## src/rtl/despachante_pedidos.sv

```systemverilog
// Coffee order dispatcher.
// Buffers incoming orders and hands them to a downstream coffee machine one
// at a time. Each handoff is a single start pulse, after which the dispatcher
// follows the machine through its brewing cycle and counts completed coffees.
module despachante_pedidos #(
    parameter int         PROFUNDIDADE = 4,
    parameter logic [3:0] IDLE_CODE    = 4'd1,
    parameter int         TIMEOUT      = 16
) (
    input  logic       clk,
    input  logic       rst,
    input  logic       pedido,
    input  logic [3:0] machine_state,
    output logic       start,
    output logic [2:0] pendentes,
    output logic       cheio,
    output logic       descartado,
    output logic       ocupado,
    output logic       erro,
    output logic [7:0] cafes_prontos
);

    // The timer only has to reach TIMEOUT-1, so $clog2(TIMEOUT) bits suffice.
    localparam int             TW         = (TIMEOUT < 2) ? 1 : $clog2(TIMEOUT);
    localparam logic [TW-1:0]  TIMER_LAST = TW'(TIMEOUT - 1);
    localparam logic [2:0]     DEPTH      = 3'(PROFUNDIDADE);

    typedef enum logic [1:0] {
        ESPERA  = 2'd0,
        DISPARO = 2'd1,
        SAIDA   = 2'd2,
        CICLO   = 2'd3
    } estado_t;

    estado_t       state;
    logic [TW-1:0] timer;
    logic          machine_idle;
    logic          dispatching;

    assign machine_idle = (machine_state == IDLE_CODE);
    assign dispatching  = (state == DISPARO);

    // Status flags are plain decodes of registered state.
    assign cheio   = (pendentes == DEPTH);
    assign ocupado = (state != ESPERA);

    // Order counter: an order arriving while one is dispatched cancels out,
    // so a full queue never drops an order in the DISPARO cycle.
    always_ff @(posedge clk) begin
        if (rst) begin
            pendentes  <= 3'd0;
            descartado <= 1'b0;
        end else begin
            descartado <= 1'b0;
            if (pedido && !dispatching) begin
                if (cheio) begin
                    descartado <= 1'b1;
                end else begin
                    pendentes <= pendentes + 3'd1;
                end
            end else if (!pedido && dispatching) begin
                pendentes <= pendentes - 3'd1;
            end
        end
    end

    // Dispatch FSM: fire one start pulse, wait for the machine to leave idle
    // (or give up after TIMEOUT cycles), then wait for it to return to idle.
    always_ff @(posedge clk) begin
        if (rst) begin
            state         <= ESPERA;
            start         <= 1'b0;
            erro          <= 1'b0;
            cafes_prontos <= 8'd0;
            timer         <= '0;
        end else begin
            start <= 1'b0;
            case (state)
                ESPERA: begin
                    if ((pendentes != 3'd0) && machine_idle) begin
                        state <= DISPARO;
                        start <= 1'b1;
                    end
                end
                DISPARO: begin
                    state <= SAIDA;
                    timer <= '0;
                end
                SAIDA: begin
                    if (!machine_idle) begin
                        state <= CICLO;
                    end else if (timer == TIMER_LAST) begin
                        erro  <= 1'b1;
                        state <= ESPERA;
                    end else begin
                        timer <= timer + 1'b1;
                    end
                end
                CICLO: begin
                    if (machine_idle) begin
                        state <= ESPERA;
                        if (cafes_prontos != 8'hFF) begin
                            cafes_prontos <= cafes_prontos + 8'd1;
                        end
                    end
                end
                default: begin
                    state <= ESPERA;
                end
            endcase
        end
    end

endmodule

```

## config.mk

```make
export PLATFORM = sky130hd
export DESIGN_NAME = despachante_pedidos
export DESIGN_NICKNAME = d
export VERILOG_FILES = /design/src/rtl/despachante_pedidos.sv
export SDC_FILE = /design/constraint.sdc
export NUM_CORES = 1
export LEC_CHECK = 0
export BUFFER_PORTS_ARGS = -buffer_cell sky130_fd_sc_hd__buf_2
export CORE_ASPECT_RATIO = 0.8
export CORE_MARGIN = 5
export CORE_UTILIZATION = 55
export DETAILED_ROUTE_END_ITERATION = 10
export MAX_ROUTING_LAYER = met4
export PLACE_DENSITY_LB_ADDON = 0.3
export REMOVE_ABC_BUFFERS = 1
export SETUP_SLACK_MARGIN = 0.05
export SYNTH_ARGS = -nofsm -noshare
export SYNTH_HDL_FRONTEND = slang
export SYNTH_SLANG_ARGS = --single-unit
```

## constraint.sdc

```tcl
create_clock -name clk -period 5.59 [get_ports clk]
set_input_delay 0.559 -clock clk [delete_from_list [all_inputs] [get_ports clk]]
set_output_delay 0.559 -clock clk [all_outputs]
set_load 0.05 [all_outputs]
```

==> metrics.md <==
| Metric | Value |
|---|---|
| Die area | 2740 µm² |
| Fill cells | 140 |
| Post-CTS Setup Bufs | 0 |
| Top-count cell post-synth | dfxtp_1 |
| Fin Clk Skew | 0.00477 ns |
| Required time of the critical path | 5.78 ns |
| Crit Path Max Fanout | 9 |
| Comb power frac | 18.9% |
| IO Count | 23 |
| Post-synth top area share | 40.8% |
| Syn Std Cell Area | 982 µm² |
| Peak Freq | 460 MHz |
| Hold Path Class | flip-flop to flip-flop |
| Yosys warns | 0 |
| Resize count post-CTS | 0 |
| Largest family of logic cells by synthesized area | simple AND/OR/NAND/NOR gates |
| Row cnt | 13 |
| Clk slew on worst S/H paths | 0.11 ns |
| Slew headroom | 60.7% |
| Crit path largest cell delay | 0.51 ns |
| Vias per std cell | 5.88 |
| Max_cap viols | 0 |
| NetSw | 0.0000857 W |
| Slack of the critical path | 3.42 ns |
| Leading area contributor after synthesis | dfxtp_1 |
| DP Wirelength | 1580 µm |
| Cts hold-fix bufs | 0 |
| Multiplexer area fraction after synthesis | 4.33% |
| CP Depth | 7 |
| Clock Latency Late Sink | 0.30 ns |
| Worst-Margin Slew | 0.589 ns |
| R2r worst-path depth | 7 |
| Final setup viols | 0 |
| Vias | 893 |
| Clock power share | 28.3% |
| Core Area | 1660 µm² |
| CTS tree | done |
| Detailed Route Iter0 Violations | 38 |
| Tcrit/Tclk final | 38.8% |
| Post-synth top cells | dfxtp_1 (20), a21oi_1 (11), nand3_1 (10) |
| Critical-path top delay cell | dfxtp_1 |
| RSZ-0062 raised after global routing | false |
| FF+latch count, synth | 20 |
| Proportion of layout cells with a drive suffix above 1 | 25.4% |
| H-tree levels | 1 |
| CP arrival | 2.37 ns |
| Post-synth cell types | 38 |
| Synth Area in Adders | 3.82% |
| Post-synthesis xor/xnor area fraction | 1.78% |
| PortBufs | 22 |
| Die width | 57.2 µm |
| Clk buf depth | 2 |
| GPL Wtd Cong | 0.783 |
| Slew Limit Fails | 0 |
| WP buf/inv | 0 |
| Synthesized instance count | 109 |
| Final WL | 2100 µm |
| Vias in the first global route | 803 |
| Hold Crit Depth | 2 |
| Setup crit end kind | flip-flop |
| Fin Setup TNS | 0 ns |
| Initial antenna violation count | 0 |
| Startpoint types | flip-flop |
| Part of the Yosys area used for sequential elements | 40.8% |
| Worst path top cell family by delay | flip-flops |
| First-pass GRT wire length | 3490 µm |
| Fin nets | 141 |
| VDD IR max | 0.000214 V |
| Ranking of synthesized cells by area | dfxtp_1 (41%), a21oi_1 (5.6%), nand3_1 (5.1%) |
| Area delta synth->final | 14.9% |
| Top FF cell, synth | dfxtp_1 |
| Final core utilization | 68.0% |
| Simple-gate share of the synthesized area | 26.1% |
| Switching Share | 29.5% |
| Syn avg cell area | 9.01 µm² |
| Total gr overflow | 0 |
| Crit Path Class | flip-flop to flip-flop |
| GRT Util Overall | 17.4% |
| Cells along the critical path | nand2b_1 -> nand2_1 -> xor2_1 -> ha_1 -> a211o_1 -> a22oi_1 -> mux2_2 |
| First drt pass iteration count | 4 |
| Cell area power density | 258 nW/µm² |
| Initial Util | 59.2% |
| Avg WL per Cell | 13.8 µm |
| Asr flop ratio synth | 0% |
| CTS Buf Count | 3 |
| Outcome | complete, no violations |
| Sequential power share | 52.8% |
| Pin count of the biggest net entering global routing | 22 |
| Antenna diode count | 0 |
| Clock period minus worst slack | 2.17 ns |
| TritonCTS Sinks | 20 |
| Post-DRT Antenna Nets | 0 |
| Hold Fails Final Rpt | 0 |
| Cell-internal power | 0.000205 W |
| Synth Area in Compound Gates | 19.2% |
| Drc violations | 0 |
| Post-synth EDFFs | 0 |
| Pleak | 0.476 nW |
| Root Driver | clkbuf_4 |
| Post-Place Setup Slack | 3.26 ns |
| Die Ht | 47.8 µm |
-- logic make-up after synthesis --
kind of cell | after synthesis
buffers and inverters | 8
and+or+nand+nor | 44
adders and majority gates | 3
muxes | 4
AOI/OAI and AO/OA | 28
xor gates and xnor gates | 2
DFF | 20
-- layout by cell type, fill, tap and decap left out, types with 2 or more instances in the layout --
cell      instances
nand3_1          10
o31ai_1           5
mux2i_1           2
nor2_1            8
inv_1             3
o21ai_0           3
clkbuf_4          3
nand2_1           6
a21oi_1          11
buf_2            22
or4_1             3
ha_1              3
or3_1             4
nand2b_1          2
xor2_1            2
mux2_2            2
dfxtp_1          20
-- flip-flops by register name, summed over array words and instances (netlist names) --
| name | count |
|---|---|
| pendentes | 3 |
| state | 2 |
| cafes_prontos | 8 |
| timer | 4 |
| start | 1 |
| erro | 1 |
| descartado | 1 |
-- tightest hold or removal path: cells and delay by family, from the launching register on --
| family | cells | cell delay, ns |
|---|---|---|
| compound gates | 2 | 0.12 |
| flops | 1 | 0.34 |
-- layout make-up --
class,count,area (µm²),share of cell area (%)
Clock buffer,4,36.3,3.22
Inverter,3,11.3,0.998
Multi-Input combinational cell,81,543,48.1
Sequential cell,20,400,35.5
Tap cell,22,27.5,2.44
Timing Repair Buffer,22,110,9.76
-- power by group through the flow --
stage | Combinational [W] | Sequential, W | Clock, W
2_1_floorplan | 0.0000265 | 0.000169 | 0
3_3_place_gp | 0.0000526 | 0.000156 | 0
3_5_place_dp | 0.0000555 | 0.000157 | 0
4_1_cts | 0.0000556 | 0.000153 | 0.0000839
5_1_grt | 0.0000593 | 0.000155 | 0.0000896
6_report | 0.0000551 | 0.000154 | 0.0000822
-- through the flow --
step	cells	area [µm²]	total power [W]	hold slack, ns
6_report	152	1130	0.000291	0.502
4_1_cts	152	1130	0.000293	0.503
3_5_place_dp	148	1090	0.000212	0.488
5_1_grt	152	1130	0.000304	0.532
3_3_place_gp	148	1090	0.000208	0.479
2_1_floorplan	104	955	0.000195	0.493
-- per-layer routing --
metal | global-route usage [%] | share of wire [%] | up-vias
met2 | 31.7 | 50 | 33
met4 | 4.17 | 0.57 | 0
met1 | 18.7 | 42 | 412
li1 | - | - | 446
met3 | 5.93 | 7.0 | 2
met5 | - | 0 | -
-- final timing paths --
check	start	to	slack [ns]
hold / removal	cafes_prontos[7]	cafes_prontos[7]	0.50
setup reg to reg	state[1]	pendentes[2]	3.42
hold reg to reg	cafes_prontos[7]	cafes_prontos[7]	0.50
setup / recovery	state[1]	pendentes[2]	3.42
Power figures use the tool's default switching activity.
